## src/rtl/cpu_system_if.sv

```systemverilog
// Memory load port of cpu_system; the loader drives it while the core is held in reset.
interface cpu_system_if;
    logic        load_we;
    logic [6:0]  load_addr;
    logic [15:0] load_data;

    modport master (output load_we, load_addr, load_data);
    modport slave  (input  load_we, load_addr, load_data);
endinterface

```

## src/rtl/cpu_system.sv

```systemverilog
// 16-bit multicycle core with a private 128x16 word memory (FETCH/EXEC/MEM sequencing).
// Optional CPU_DEBUG_EN adds a combinational register-file read port.
module cpu_system (
    input  logic        clk,
    input  logic        rst_n,
    cpu_system_if.slave load,
`ifdef CPU_DEBUG_EN
    input  logic [3:0]  dbg_reg_sel,
    output logic [15:0] dbg_reg_data,
`endif
    output logic [7:0]  dbg_pc,
    output logic [2:0]  flags,
    output logic        halted
);
    localparam logic [3:0] OpAdd  = 4'h1;
    localparam logic [3:0] OpSub  = 4'h2;
    localparam logic [3:0] OpAnd  = 4'h3;
    localparam logic [3:0] OpOr   = 4'h4;
    localparam logic [3:0] OpXor  = 4'h5;
    localparam logic [3:0] OpShl  = 4'h6;
    localparam logic [3:0] OpShr  = 4'h7;
    localparam logic [3:0] OpLd   = 4'h8;
    localparam logic [3:0] OpJmp  = 4'h9;
    localparam logic [3:0] OpSt   = 4'hA;
    localparam logic [3:0] OpAddi = 4'hB;
    localparam logic [3:0] OpCmp  = 4'hC;
    localparam logic [3:0] OpHalt = 4'hE;
    localparam logic [3:0] OpLi   = 4'hF;

    typedef enum logic [1:0] {StFetch, StExec, StMem, StHalted} state_e;

    state_e      state_q;
    logic [6:0]  pc_q;
    logic [15:0] regs_q [16];
    logic [2:0]  flags_q;
    logic        halted_q;
    logic [15:0] ir_q;

    logic [15:0] mem [128];
    logic [15:0] mem_rdata_q;
    logic [6:0]  mem_addr;
    logic        mem_we;
    logic [15:0] mem_wdata;

    // The instruction is only valid on the memory output during EXEC; MEM uses the latched copy.
    logic [15:0] instr;
    logic [3:0]  op, rd, rs1, rs2;
    logic [7:0]  imm8;
    logic [15:0] rs1_val, rs2_val, rd_val;

    assign instr   = (state_q == StExec) ? mem_rdata_q : ir_q;
    assign op      = instr[15:12];
    assign rd      = instr[11:8];
    assign rs1     = instr[7:4];
    assign rs2     = instr[3:0];
    assign imm8    = instr[7:0];
    assign rs1_val = (rs1 == 4'd0) ? 16'h0 : regs_q[rs1];
    assign rs2_val = (rs2 == 4'd0) ? 16'h0 : regs_q[rs2];
    assign rd_val  = (rd == 4'd0) ? 16'h0 : regs_q[rd];

    logic [16:0] sum, diff, addi, shl, shr;
    logic [15:0] alu_res;
    logic        alu_c, alu_wr, alu_fl, jmp_taken;

    assign sum  = {1'b0, rs1_val} + {1'b0, rs2_val};
    assign diff = {1'b0, rs1_val} - {1'b0, rs2_val};
    assign addi = {1'b0, rd_val} + {1'b0, {{8{imm8[7]}}, imm8}};
    // Bit 16 of shl / bit 0 of shr hold the last bit shifted out (0 for a zero shift).
    assign shl  = {1'b0, rs1_val} << rs2_val[3:0];
    assign shr  = {rs1_val, 1'b0} >> rs2_val[3:0];

    always_comb begin
        alu_res = 16'h0;
        alu_c   = 1'b0;
        alu_wr  = 1'b0;
        alu_fl  = 1'b0;
        case (op)
            OpAdd:  begin alu_res = sum[15:0];        alu_c = sum[16];  alu_wr = 1'b1; alu_fl = 1'b1; end
            OpSub:  begin alu_res = diff[15:0];       alu_c = diff[16]; alu_wr = 1'b1; alu_fl = 1'b1; end
            OpAnd:  begin alu_res = rs1_val & rs2_val;                  alu_wr = 1'b1; alu_fl = 1'b1; end
            OpOr:   begin alu_res = rs1_val | rs2_val;                  alu_wr = 1'b1; alu_fl = 1'b1; end
            OpXor:  begin alu_res = rs1_val ^ rs2_val;                  alu_wr = 1'b1; alu_fl = 1'b1; end
            OpShl:  begin alu_res = shl[15:0];        alu_c = shl[16];  alu_wr = 1'b1; alu_fl = 1'b1; end
            OpShr:  begin alu_res = shr[16:1];        alu_c = shr[0];   alu_wr = 1'b1; alu_fl = 1'b1; end
            OpAddi: begin alu_res = addi[15:0];       alu_c = addi[16]; alu_wr = 1'b1; alu_fl = 1'b1; end
            OpCmp:  begin alu_res = diff[15:0];       alu_c = diff[16];                alu_fl = 1'b1; end
            OpLi:   begin alu_res = {8'h0, imm8};                       alu_wr = 1'b1;                 end
            default: ;
        endcase
    end

    always_comb begin
        case (rd)
            4'd0:    jmp_taken = 1'b1;
            4'd1:    jmp_taken = flags_q[0];
            4'd2:    jmp_taken = ~flags_q[0];
            4'd3:    jmp_taken = flags_q[1];
            4'd4:    jmp_taken = flags_q[2];
            default: jmp_taken = 1'b0;
        endcase
    end

    // The load port owns the memory whenever the core is in reset.
    always_comb begin
        mem_addr  = pc_q;
        mem_we    = 1'b0;
        mem_wdata = rd_val;
        if (!rst_n) begin
            mem_addr  = load.load_addr;
            mem_we    = load.load_we;
            mem_wdata = load.load_data;
        end else if (state_q == StExec && (op == OpLd || op == OpSt)) begin
            mem_addr = rs1_val[7:1];
            mem_we   = (op == OpSt);
        end
    end

    always_ff @(posedge clk) begin
        if (mem_we) mem[mem_addr] <= mem_wdata;
        mem_rdata_q <= mem[mem_addr];
    end

    always_ff @(posedge clk or negedge rst_n) begin
        if (!rst_n) begin
            state_q  <= StFetch;
            pc_q     <= 7'd0;
            flags_q  <= 3'b000;
            halted_q <= 1'b0;
            ir_q     <= 16'h0;
            for (int i = 0; i < 16; i++) regs_q[i] <= 16'h0;
        end else begin
            case (state_q)
                StFetch: state_q <= StExec;
                StExec: begin
                    ir_q    <= mem_rdata_q;
                    pc_q    <= pc_q + 7'd1;
                    state_q <= StFetch;
                    if (alu_wr && rd != 4'd0) regs_q[rd] <= alu_res;
                    if (alu_fl) flags_q <= {alu_res[15], alu_c, alu_res == 16'h0};
                    case (op)
                        OpJmp: if (jmp_taken) pc_q <= imm8[7:1];
                        OpLd:  state_q <= StMem;
                        // pc stays on the HALT instruction.
                        OpHalt: begin
                            pc_q     <= pc_q;
                            state_q  <= StHalted;
                            halted_q <= 1'b1;
                        end
                        default: ;
                    endcase
                end
                StMem: begin
                    if (rd != 4'd0) regs_q[rd] <= mem_rdata_q;
                    state_q <= StFetch;
                end
                default: state_q <= StHalted;
            endcase
        end
    end

`ifdef CPU_DEBUG_EN
    assign dbg_reg_data = (dbg_reg_sel == 4'd0) ? 16'h0 : regs_q[dbg_reg_sel];
`endif

    assign dbg_pc = {pc_q, 1'b0};
    assign flags  = flags_q;
    assign halted = halted_q;
endmodule

```

## src/flat_wrapper.sv

```systemverilog
// flat-port wrapper written by rule: the top's interface ports become plain ports
module cpu_system_flat 
  (clk, rst_n, dbg_pc, flags, halted, load_load_we, load_load_addr, load_load_data);
  cpu_system_if load_i ();
  input  logic clk;
  input  logic rst_n;
  output logic [7:0] dbg_pc;
  output logic [2:0] flags;
  output logic halted;
  input wire logic [$bits(load_i.load_we)-1:0] load_load_we;
  input wire logic [$bits(load_i.load_addr)-1:0] load_load_addr;
  input wire logic [$bits(load_i.load_data)-1:0] load_load_data;
  assign load_i.load_we = load_load_we;
  assign load_i.load_addr = load_load_addr;
  assign load_i.load_data = load_load_data;
  cpu_system u_core (.clk(clk), .rst_n(rst_n), .load(load_i), .dbg_pc(dbg_pc), .flags(flags), .halted(halted));
endmodule
```

## config.mk

```make
export PLATFORM = sky130hd
export DESIGN_NAME = cpu_system_flat
export DESIGN_NICKNAME = d
export VERILOG_FILES = /design/src/rtl/cpu_system_if.sv /design/src/rtl/cpu_system.sv /design/src/flat_wrapper.sv
export SDC_FILE = /design/constraint.sdc
export NUM_CORES = 2
export LEC_CHECK = 0
export CAP_MARGIN = 20
export CORE_MARGIN = 1
export CORE_UTILIZATION = 57
export CTS_BUF_LIST = sky130_fd_sc_hd__clkbuf_16
export DETAILED_ROUTE_END_ITERATION = 8
export GPL_TIMING_DRIVEN = 1
export PLACE_DENSITY_LB_ADDON = 0.15
export SLEW_MARGIN = 20
export SYNTH_ARGS = -nofsm -noshare
export SYNTH_HDL_FRONTEND = slang
export SYNTH_SLANG_ARGS = --single-unit
```

## constraint.sdc

```tcl
create_clock -name clk -period 6.1 [get_ports clk]
set_input_delay 1.22 -clock clk [delete_from_list [all_inputs] [get_ports clk]]
set_output_delay 1.22 -clock clk [all_outputs]
set_load 0.02 [all_outputs]
```

==> impl_metrics.tcl <==
set metrics [dict create \
    fp.coreArea_sq_um 178000 \
    critical_path.most_common_cell "buf_4" \
    crit_family "compound AO/OA/AOI/OAI gates" \
    cts_buffer_depth 3 \
    cp.required_ps 6870 \
    drv_cap 0 \
    cts_hold_buf 0 \
    chipHeight_microns 426 \
    syn-mean-instance-area_sq_um 13.6 \
    cts_root_buf "clkbuf_16" \
    portBuffers 36 \
    r2r_slack_ps -150 \
    cts_buffers 229 \
    cp.arrival_ps 7020 \
    worst_setup_hold_path_clk_slew_ps 70 \
    async_flop_share 0.115 \
    grt_pass1_vias 71100 \
    ys_seq_elements 2333 \
    critPathSlowestCell "a2111oi_1" \
    drtIter0Drc 13100 \
    setup_viol 36 \
    design.die.area_sq_um 181000 \
    initial_utilization 0.574 \
    critPathLaunchType "flip-flop" \
    fin_crit_sh 1.02 \
    avgViaCountPerCell 7.19 \
    synth_edf_count 2048 \
    dp.final_hpwl_microns 262000 \
    path_buf_inv 8 \
    max_slew.worst_pin.slew_ps 1300 \
    hold_ws_ps 245 \
    slew_headroom 0.131 \
    violations "negative setup slack" \
    track_usage 0.438 \
    critPathKind "reg -> reg" \
    netlist_instances 7537 \
    rsz0062_at_grt "yes" \
    dieWidth_microns 426 \
    finClkSkew_ps 84.8 \
    ys.flop_type "edfxtp_1" \
    cp-end-kind "flip-flop" \
    synth_fp_nets 7638 \
    grt_max_degree 129 \
    status "complete, but fails checks" \
    rows 155 \
    worstPathMaxFanout 15 \
    nNetsFinal 8170 \
    htreeDepth 4 \
    hold_class "in -> async" \
    netlist_area_sq_um 102000 \
    grt_pass1_wl_microns 554000 \
    detail_route.wl_per_cell_microns 37.8 \
    num-fill-cells 12700 \
    ys_seq_area_frac 0.669 \
    antenna_found_initial 33 \
    period_minus_slack_ps 6250 \
    insertion_delay_ps 910 \
    cp_cell_sequence "inv_2 > ha_4 > buf_4 > buf_4 > nand2b_1 > buf_4 > o22ai_1 > a221oi_1 > o32a_1 > nand3_1 > nand2_8 > buf_4 > nor3_4 > buf_4 > buf_4 > a22oi_1 > a31oi_1 > a2111oi_1 > buf_4 > nand4b_1" \
    finalHoldViolations 0 \
    routabilityCongestion 1.03 \
    grt-ovfl-total 0 \
    drc 0 \
    drv_slew 0 \
    drtAntennaViolNets 0 \
    dr.pass1.iters 9 \
    place_ws_ps -281 \
    max_freq_ghz 0.160 \
    drive_gt1_frac 0.211 \
    areaGrowthSynthToFinish_pct 16.1 \
    critPathMaxStageDelay_ps 1150 \
    cts_tree "yes" \
    clock-sinks 2333 \
    postLayoutSetupSlackWorst_ps -148 \
    io-pin-count 38 \
    synth-warning-count 0 \
    num_vias 76500 \
    ys_types 107 \
    routed_wl_microns 402000 \
    finish.utilization 0.667 \
]
-- cells in the final DEF, fill, tap and decap left out, drive strengths merged, types with 87 or more instances in the layout --
cell type / count
a31oi: 111
a22oi: 217
clkinv: 101
inv: 183
edfxtp: 2048
mux2i: 276
o22ai: 111
a211oi: 125
mux2: 380
and3: 87
o21ai: 276
nor2: 293
nand3: 193
dfrtp: 269
buf: 803
a221oi: 165
clkbuf: 232
a21oi: 434
nand2: 921
-- repair_timing --
action | 4_1_cts | 5_1_grt
setup endpoints to repair | 82 | 189
endpoints found under the hold margin | 0 | 0
pin swaps | 1 | 5
setup buffers | 2 | 8
cloned | 0 | 1
resized for setup | 8 | 46
-- metrics by stage --
stage                     instance area [sq um]  instances  TNS (ps)
after global placement                   111000      10200    -11000
after detailed placement                 111000      10200     -7900
after CTS                                119000      10600     -14.3
after floorplan                          102000       7537         0
after global routing                     119000      10600      -235
final                                    119000      10600     -2540
-- routing by layer --
metal	vias up	track usage	share of wire
met4	24	0.265	0.071
met1	38100	0.583	0.36
met2	6560	0.620	0.42
met5	-	0	0.00044
met3	1277	0.151	0.15
li1	30600	-	-
-- kinds of logic (layout without fill, tap and decap cells) --
kind of cell / Yosys count / in the layout / share of synthesized area
other: 1 / 18 / 0.0000366
AOI/OAI and AO/OA: 1976 / 1976 / 0.134
DFF: 2333 / 2333 / 0.669
buffers and inverters: 663 / 1389 / 0.0285
muxes: 713 / 713 / 0.0815
xor gates and xnor gates: 17 / 17 / 0.00145
and+or+nand+nor: 1759 / 1759 / 0.0757
adders and majority gates: 75 / 75 / 0.00938
-- flip-flops by register name (all words and copies together) (netlist names) --
register	flops
u_core.mem_rdata_q	16
u_core.regs_q	240
u_core.state_q	2
u_core.halted	1
u_core.mem	2048
u_core.flags	3
u_core.ir_q	16
u_core.pc_q	7
-- layout make-up --
class	instances	area, sq um	share of cell area
flip-flops and latches	2333	68600	0.576
multi-input cells	4541	31700	0.267
repair buffers	838	7720	0.0649
clock buffers	232	5810	0.0488
well taps	2355	2950	0.0248
clock inverters	193	1710	0.0144
inverters	126	480	0.00404
diodes	17	42.5	0.000358
-- Yosys cell counts (45+ instances only) --
cell type	n	area, sq um
inv_1	115	432
a22oi_1	216	1620
buf_1	45	169
o211ai_1	66	495
a221oi_1	164	1440
a21oi_1	434	2170
clkbuf_1	238	893
buf_2	223	1120
mux2i_1	273	2730
edfxtp_1	2048	61500
nor3_1	60	300
a31oi_1	110	688
o22ai_1	110	688
mux2_2	375	4220
o2bb2ai_1	70	613
nand3_1	192	961
nor2b_1	55	344
o21ai_0	263	1320
nand2_1	918	3450
and3_1	87	544
nor2_1	289	1080
mux4_2	57	1280
dfrtp_1	269	6730
a211oi_1	125	938
ha_1	72	901
a22o_1	49	429
-- worst paths after layout --
check                                       start                    end  cells past startpoint
worst max-delay path            u_core.state_q[1]  u_core.mem_rdata_q[1]                     20
worst min-delay path                        rst_n     u_core.regs_q[229]                      1
worst max register to register  u_core.state_q[1]  u_core.mem_rdata_q[1]                     20
worst min register to register      u_core.halted          u_core.halted                      1
max in group asynchronous                   rst_n         u_core.pc_q[5]                      3
min in group clk                    u_core.halted          u_core.halted                      1
Power is left out: the tool's default activity adds up to more than one toggle a clock period on the data nets, which glitch-free logic cannot reach.
